### src/rtl/sdram_pro_ref_pkg.sv
// Shared constants for the SDRAM refresh scheduler.
// State encodings and the default refresh interval.
package sdram_pro_ref_pkg;

  localparam logic [2:0] ST_WAIT_INIT = 3'd0;
  localparam logic [2:0] ST_IDLE      = 3'd1;
  localparam logic [2:0] ST_REQ       = 3'd2;
  localparam logic [2:0] ST_GRANT     = 3'd3;

  localparam int unsigned TREFI_CYC_DEF = 780;

endpackage

### src/rtl/sdram_pro_ref_timer.sv
// Refresh-interval timer: counts 0..TREFI_CYC-1 while run is high.
// tick is the wrap cycle; the count is held at 0 while run is low.
module sdram_pro_ref_timer
  import sdram_pro_ref_pkg::*;
#(
  parameter int unsigned TREFI_CYC = TREFI_CYC_DEF
) (
  input  logic sys_clk,
  input  logic sys_rst,
  input  logic run,
  output logic tick
);

  localparam int unsigned TW =
    (TREFI_CYC > 1) ? $clog2(TREFI_CYC) : 1;
  localparam logic [TW-1:0] LAST = TW'(TREFI_CYC - 1);

  logic [TW-1:0] cnt_q;
  logic [TW-1:0] cnt_d;

  assign tick = run && (cnt_q == LAST);

  always_comb begin
    cnt_d = cnt_q;
    if (!run) begin
      cnt_d = '0;
    end else if (cnt_q == LAST) begin
      cnt_d = '0;
    end else begin
      cnt_d = cnt_q + TW'(1);
    end
  end

  always_ff @(posedge sys_clk or posedge sys_rst) begin
    if (sys_rst) begin
      cnt_q <= '0;
    end else begin
      cnt_q <= cnt_d;
    end
  end

endmodule

### src/rtl/sdram_pro_ref_sched.sv
// Refresh scheduler: tracks owed refreshes and requests them
// from the arbiter, flagging urgency and budget overflow.
module sdram_pro_ref_sched
  import sdram_pro_ref_pkg::*;
#(
  parameter int unsigned TREFI_CYC  = TREFI_CYC_DEF,
  parameter int unsigned MAX_PEND   = 8,
  parameter int unsigned URGENT_LVL = 6
) (
  input  logic       sys_clk,
  input  logic       sys_rst,
  input  logic       init_end,
  input  logic       atref_en,
  input  logic       atref_end,
  output logic       atref_req,
  output logic       atref_urgent,
  output logic [3:0] pend_cnt,
  output logic       ref_overflow
);

  localparam logic [3:0] MAX4 = 4'(MAX_PEND);
  localparam logic [3:0] URG4 = 4'(URGENT_LVL);

  logic [2:0] state_q;
  logic [2:0] state_d;
  logic [3:0] pend_q;
  logic [3:0] pend_d;
  logic [3:0] delta;
  logic       urg_q;
  logic       urg_d;
  logic       ovf_q;
  logic       ovf_d;
  logic       run;
  logic       tick;
  logic       dec;

  assign run = (state_q != ST_WAIT_INIT);

  sdram_pro_ref_timer #(
    .TREFI_CYC (TREFI_CYC)
  ) u_timer (
    .sys_clk (sys_clk),
    .sys_rst (sys_rst),
    .run     (run),
    .tick    (tick)
  );

  assign dec = (state_q == ST_GRANT) && atref_end
            && (pend_q != 4'd0);

  // One adder: delta is +1, -1 (4'hF) or 0.
  always_comb begin
    delta = 4'd0;
    ovf_d = ovf_q;
    if (tick && !dec) begin
      if (pend_q == MAX4) begin
        ovf_d = 1'b1;
      end else begin
        delta = 4'd1;
      end
    end else if (dec && !tick) begin
      delta = 4'hF;
    end
    pend_d = pend_q + delta;
    urg_d  = (pend_d >= URG4);
  end

  always_comb begin
    state_d = state_q;
    unique case (state_q)
      ST_WAIT_INIT: begin
        if (init_end) state_d = ST_IDLE;
      end
      ST_IDLE: begin
        if (pend_q != 4'd0) state_d = ST_REQ;
      end
      ST_REQ: begin
        if (atref_en) state_d = ST_GRANT;
      end
      ST_GRANT: begin
        if (atref_end) begin
          state_d = (pend_d != 4'd0) ? ST_REQ : ST_IDLE;
        end
      end
      default: state_d = ST_WAIT_INIT;
    endcase
  end

  always_ff @(posedge sys_clk or posedge sys_rst) begin
    if (sys_rst) begin
      state_q <= ST_WAIT_INIT;
      pend_q  <= 4'd0;
      urg_q   <= 1'b0;
      ovf_q   <= 1'b0;
    end else begin
      state_q <= state_d;
      pend_q  <= pend_d;
      urg_q   <= urg_d;
      ovf_q   <= ovf_d;
    end
  end

  assign atref_req    = (state_q == ST_REQ);
  assign atref_urgent = urg_q;
  assign pend_cnt     = pend_q;
  assign ref_overflow = ovf_q;

endmodule

### config.mk
export PLATFORM = sky130hd
export DESIGN_NAME = sdram_pro_ref_sched
export DESIGN_NICKNAME = d
export VERILOG_FILES = /design/src/rtl/sdram_pro_ref_pkg.sv /design/src/rtl/sdram_pro_ref_timer.sv /design/src/rtl/sdram_pro_ref_sched.sv
export SDC_FILE = /design/constraint.sdc
export NUM_CORES = 1
export LEC_CHECK = 0
export CAP_MARGIN = 20
export CORE_UTILIZATION = 53
export CTS_CLUSTER_DIAMETER = 200
export CTS_CLUSTER_SIZE = 20
export DETAILED_ROUTE_END_ITERATION = 12
export GPL_ROUTABILITY_DRIVEN = 0
export PLACE_DENSITY = 0.78
export SLEW_MARGIN = 20
export SYNTH_ARGS = -nofsm -noshare
export SYNTH_HDL_FRONTEND = slang
export SYNTH_SLANG_ARGS = --single-unit
### constraint.sdc
create_clock -name sys_clk -period 3.7 [get_ports sys_clk]
set_clock_uncertainty 0.1 [all_clocks]
set_input_delay 0.74 -clock sys_clk [delete_from_list [all_inputs] [get_ports sys_clk]]
set_output_delay 0.74 -clock sys_clk [all_outputs]
set_load 0.02 [all_outputs]
==> metrics.txt, run 1 <==
status=finished, final reports clean; Clock Sinks=18; final core utilization=0.681; antenna-violating nets left=0; crit path time final=3.22 ns; hold_ws=0.399 ns; syn nets=99; Final Hold Fails=0; Skew-Pair Late Insertion Delay=0.28 ns; Num CTS Buffers=3; row count=14; height of the chip=44.3 um; most frequent cells in the layout=dfrtp_1 (18), nor2_1 (14), clkdlybuf4s50_1 (11), nand2_1 (8), xnor2_1 (6); initial antenna violation count=0; Max Fclk=311 MHz; pwr dens=425 nW/um^2; Yosys reg bits=18; CP Cell Sequence=clkdlybuf4s50_1, nand3_1, nor3_2, o21bai_1, ha_1, fa_1, nor4_1, a221o_1; Arr. time, crit path=3.35 ns; share of post-route cells with drive strength above 1=0.0990; area grow syn2layout=14.4%; number of max-cap violations=0; clock power share=0.203; commonest non-fill, non-tap cell in the layout=dfrtp_1; setup TNS=0 ns; clock-pin slew on the worst setup and hold paths=0.10 ns; # IOs=12; top sig layer=met4; Antenna diodes=0; final instance area=1080 sq um; Slowest-stage cell, CP=clkdlybuf4s50_1; Syn Std Cell Area=948 sq um; Int Pwr=313 uW; DPL Wire Length=1300 um; DIE AREA=1960 sq um; post-synth cell types=32; core footprint=1590 sq um; Leakage=0.529 nW; CTS tree=built; number of DRC markers in iteration 0=13; final setup fails=0; Nets=113; GR Overflow Total=0; first-pass GRT wire length=2890 um; WL met3=40 um; crit-path max FO=5; Rel. slew slack=0.552; total wire length=1650 um; die width=44.3 um; min-delay worst type=reg2reg; crit start category=input pin; final setup margin=0.481 ns; Worst Setup End Kind=register; maximum vdd drop=0.000241 V; Global Route Usage Sum=0.202; Syn Inst Count=89; DR DRC count=0; 1st-pass router iterations=4; Max stage delay on crit path=0.50 ns; placed cell areas=1060 sq um; pre-CTS setup slack=0.195 ns; vias in the first global route=664; Syn. warnings=0; worst reg2reg setup slack=0.58 ns; worst-margin pin slew=0.671 ns; starting density of the core=0.595; metal1 wirelength=746 um; Worst EP required=3.83 ns; largest net degree at the start of global routing=19; clk root buf=clkbuf_4; Sw Ratio=0.320; port bufs=11; H-tree Lvls=1; Flop pwr share=0.581; fillers=131; Post-CTS Resized=0; DR vias/cell=5.37; syn avg cell area=10.7 sq um; total number of vias=671; fin. max-slew vios=0; CTS max path bufs=2; RSZ-0062 raised after global routing=no; Psw=147 uW; post-synthesis sequential area ratio=0.475; WL met2=855 um; hold buffer count at CTS=0; Comb pwr share=0.216; Crit Path Class=in2reg; Avg WL per Cell=13.2 um; Post-CTS Setup Repair Bufs=0; period utilization=0.870
-- path summary, 6_finish.rpt --
check,to,from,cells after the start
worst min-delay path,u_timer.cnt_q[0],u_timer.cnt_q[0],1
worst max-delay path,state_q[0],atref_end,8
min in group asynchronous,u_timer.cnt_q[6],sys_rst,2
worst min register to register,u_timer.cnt_q[0],u_timer.cnt_q[0],1
max in group asynchronous,u_timer.cnt_q[3],sys_rst,2
worst max register to register,state_q[0],u_timer.cnt_q[4],8
-- synthesized netlist by cell type, drive strengths merged --
master / instances / area share
buf: 2 / 0.028
nor2: 14 / 0.055
nor2b: 1 / 0.0066
o21ai: 1 / 0.0053
a21o: 1 / 0.0079
or4: 1 / 0.012
a211oi: 1 / 0.0079
inv: 4 / 0.016
or2: 1 / 0.0066
nor3: 1 / 0.011
nor4: 2 / 0.029
and3: 3 / 0.021
dfrtp: 18 / 0.47
a221o: 1 / 0.011
and4: 1 / 0.0092
o21bai: 2 / 0.020
fa: 1 / 0.021
o31ai: 1 / 0.0079
a31oi: 1 / 0.0066
nand3: 3 / 0.016
ha: 4 / 0.053
a21oi: 4 / 0.021
or3: 1 / 0.0066
xnor2: 7 / 0.073
xor2: 4 / 0.037
and2: 1 / 0.0066
nand2: 8 / 0.032
-- state kept, by name, summed over array words and instances (netlist names) --
| signal | count |
|---|---|
| atref_urgent | 1 |
| pend_cnt | 4 |
| ref_overflow | 1 |
| state_q | 2 |
| u_timer.cnt_q | 10 |
-- layer usage --
layer  vias to the layer above  track usage
met5                         -            0
met4                         0       0.0606
met3                         2       0.0286
met2                        10        0.365
met1                       332        0.251
li1                        327            -
-- power by group through the flow --
stage | logic (mW) | registers, mW | clock network, mW
final | 0.0995 | 0.268 | 0.0934
after global routing | 0.120 | 0.273 | 0.105
after CTS | 0.101 | 0.268 | 0.0946
after detailed placement | 0.101 | 0.272 | 0
after global placement | 0.0971 | 0.270 | 0
after floorplan | 0.0997 | 0.256 | 0
-- worst max-delay path, delay by kind of cell --
| family | cells | cell delay, ns |
|---|---|---|
| AND/OR/NAND/NOR | 3 | 1.02 |
| buffers and inverters | 1 | 0.50 |
| adder cells (fa/ha/maj) | 2 | 0.68 |
| AO/OA/AOI/OAI | 2 | 0.41 |
-- logic make-up (layout without fill, tap and decap cells) --
kind of cell    count (synthesis)  in the layout  share of synthesized area
simple gates                   37             37                      0.211
buf+inv                         6             18                     0.0435
compound gates                 12             12                     0.0871
xor+xnor                       11             11                      0.109
fa+ha+maj                       5              5                     0.0739
flops                          18             18                      0.475
-- area by class of cell --
cell class | instances | area, sq um | share of cell area
inverter | 4 | 15.0 | 0.0138
multi-input combinational | 65 | 457 | 0.421
sequential | 18 | 450 | 0.415
timing repair buffer | 11 | 110 | 0.101
tap | 24 | 30.0 | 0.0277
clock buffer | 3 | 22.5 | 0.0208
-- per-stage QoR --
step	instances	power, mW
floorplan	89	0.355
global placement	122	0.367
detailed placement	122	0.372
CTS	125	0.464
global route	125	0.499
finish	125	0.461
Power figures use the tool's default switching activity.
==> run 2: changes to the inputs <==
Settings changed: CORE_MARGIN set to 1, CTS_BUF_LIST set to sky130_fd_sc_hd__clkbuf_4 sky130_fd_sc_hd__clkbuf_8 sky130_fd_sc_hd__clkbuf_16.
==> results of run 2 <==
Final layout, timing and power as in run 1 (identical DEF).
==> run 3: changes to the inputs <==
Settings changed: CORE_MARGIN 1 to 3.
==> metrics.txt, run 3 (synthesis results as in run 1) <==
height of the chip=48.3 um (+9.0%); DR DRC count=0 (unchanged); CTS max path bufs=2 (unchanged); origin of the critical flop-to-flop path=u_timer.cnt_q[4]; DPL Wire Length=1260 um (-2.9%); Psw=146 uW (-0.94%); Flop pwr share=0.553 (-0.028); Worst Setup End Kind=register; fillers=128 (-2.3%); min-delay worst type=reg2reg; Max Fclk=323 MHz (+4.0%); stages on the worst setup path=8 (unchanged); crit start category=input pin; total number of vias=657 (-2.1%); antenna-violating nets left=0 (unchanged); initial antenna violation count=0 (unchanged); fin. max-slew vios=0 (unchanged); worst-margin pin slew=0.659 ns (-0.0113 ns); Worst Setup SP=atref_end; row count=14 (unchanged); final core utilization=0.694 (+0.0133); CP Cell Sequence=clkdlybuf4s50_1, nand3_1, nor3_2, o21bai_1, ha_1, fa_1, nor4_1, a221o_1; total wire length=1610 um (-2.3%); core footprint=1590 sq um (unchanged); number of max-cap violations=0 (unchanged); Comb pwr share=0.204 (-0.012); Worst EP required=3.84 ns (about the same); fin cells=127 (+1.6%); vias in the first global route=718 (+8.1%); commonest non-fill, non-tap cell in the layout=dfrtp_1; DIE AREA=2330 sq um (+19%); area grow syn2layout=16.6%; hold_ws=0.390 ns (-0.00892 ns); Skew-Pair Late Insertion Delay=0.29 ns (about the same); DR vias/cell=5.17 (-3.6%); Antenna diodes=0 (unchanged); clk root buf=clkbuf_4; Leakage=0.542 nW (+2.4%); Most flops, register=u_timer.cnt_q; share of post-route cells with drive strength above 1=0.117 (+0.0175); Global Route Usage Sum=0.171 (-0.0310); maximum vdd drop=0.000268 V (+11%); Post-CTS Setup Repair Bufs=0 (unchanged); R2R depth=8 (unchanged); number of DRC markers in iteration 0=11 (-2); H-tree Lvls=1 (unchanged); final setup margin=0.604 ns (+0.122 ns); final setup fails=0 (unchanged); status=finished, final reports clean; Rel. slew slack=0.560 (+0.00753); Sw Ratio=0.304 (-0.0167); setup TNS=0 ns (unchanged); placed cells=123 (+0.82%); crit path time final=3.10 ns (-0.122 ns); Final Hold Fails=0 (unchanged); placed cell areas=1070 sq um (+0.71%); Clock Sinks=18 (unchanged); RSZ-0062 raised after global routing=no; max reg flops=10 (unchanged); worst reg2reg setup slack=0.63 ns (+0.05 ns); starting density of the core=0.595 (unchanged); die width=48.3 um (+9.0%); largest net degree at the start of global routing=19 (unchanged); crit-path max FO=3 (-2); port bufs=11 (unchanged); period utilization=0.837 (-0.0331); Int Pwr=335 uW (+7.1%); clock-pin slew on the worst setup and hold paths=0.10 ns (about the same); Crit Reg-Reg Endpoint=state_q[0]; Post-CTS Resized=0 (unchanged); Num CTS Buffers=3 (unchanged); Avg WL per Cell=12.7 um (-3.8%); first-pass GRT wire length=3140 um (+8.6%); # IOs=12 (unchanged); pre-CTS setup slack=0.284 ns (+0.0892 ns); most frequent cells in the layout=dfrtp_1 (18), nor2_1 (14), clkdlybuf4s50_1 (11), nand2_1 (8), xnor2_1 (6); 1st-pass router iterations=4 (unchanged); CTS tree=built; pwr dens=435 nW/um^2 (+2.5%); CP delay by family, top=simple AND/OR/NAND/NOR gates; final instance area=1110 sq um (+2.0%); Arr. time, crit path=3.23 ns (-0.12 ns); Max stage delay on crit path=0.51 ns (about the same); clock power share=0.244 (+0.041); Nets=114 (+0.88%); Crit Path Class=in2reg; crit path buf inv count=1 (unchanged); crit path to=state_q[0]; Slowest-stage cell, CP=clkdlybuf4s50_1; GR Overflow Total=0 (unchanged); Power Total=481 uW (+4.5%); hold buffer count at CTS=0 (unchanged)
==> run 3: changes by cell type in the layout (fill, tap and decap cells not counted) <==
cell,delta
clkbuf_8,+1
buf_4,+1
==> run 3: final cells by class <==
type                       count  area [sq um]  area share
multi-input combinational     65           457       0.413
sequential                    18           450       0.407
timing repair buffer          12           118       0.106
clock buffer                   4          36.3      0.0328
tap                           24          30.0      0.0271
inverter                       4          15.0      0.0136
==> run 3: worst min-delay path by stage <==
| stage | startpoint | end | slack (ns) | cells after the start |
|---|---|---|---|---|
| 5_1_grt | u_timer.cnt_q[0] | u_timer.cnt_q[0] | 0.42 | 1 |
| 2_1_floorplan | u_timer.cnt_q[0] | u_timer.cnt_q[0] | 0.35 | 1 |
| 3_3_place_gp | ref_overflow | ref_overflow | 0.36 | 2 |
| 4_1_cts | u_timer.cnt_q[0] | u_timer.cnt_q[0] | 0.39 | 1 |
| 3_5_place_dp | ref_overflow | ref_overflow | 0.36 | 2 |
| 6_report | u_timer.cnt_q[0] | u_timer.cnt_q[0] | 0.39 | 1 |
==> run 3: metal layers <==
metal	up-vias	global-route usage	routed length [um]
met4	0	0.0853	40
met3	5	0.0276	27
met1	310	0.203	708
met5	-	0	0
met2	9	0.300	836
li1	333	-	-
==> run 3: power by group through the flow <==
stage | sequential, mW | clock, mW | combinational (mW)
floorplan | 0.256 | 0 | 0.0997
CTS | 0.266 | 0.121 | 0.0998
global route | 0.273 | 0.132 | 0.115
finish | 0.266 | 0.117 | 0.0980
global placement | 0.270 | 0 | 0.0974
detailed placement | 0.270 | 0 | 0.0990
==> run 3: worst register-to-register path, stage by stage, from the launching register on <==
cell	delay (ns)
dfrtp_1	0.43
or4_4	0.56
nor4_4	0.28
o21ai_0	0.19
o21bai_1	0.16
ha_1	0.20
fa_1	0.46
nor4_1	0.42
a221o_1	0.21
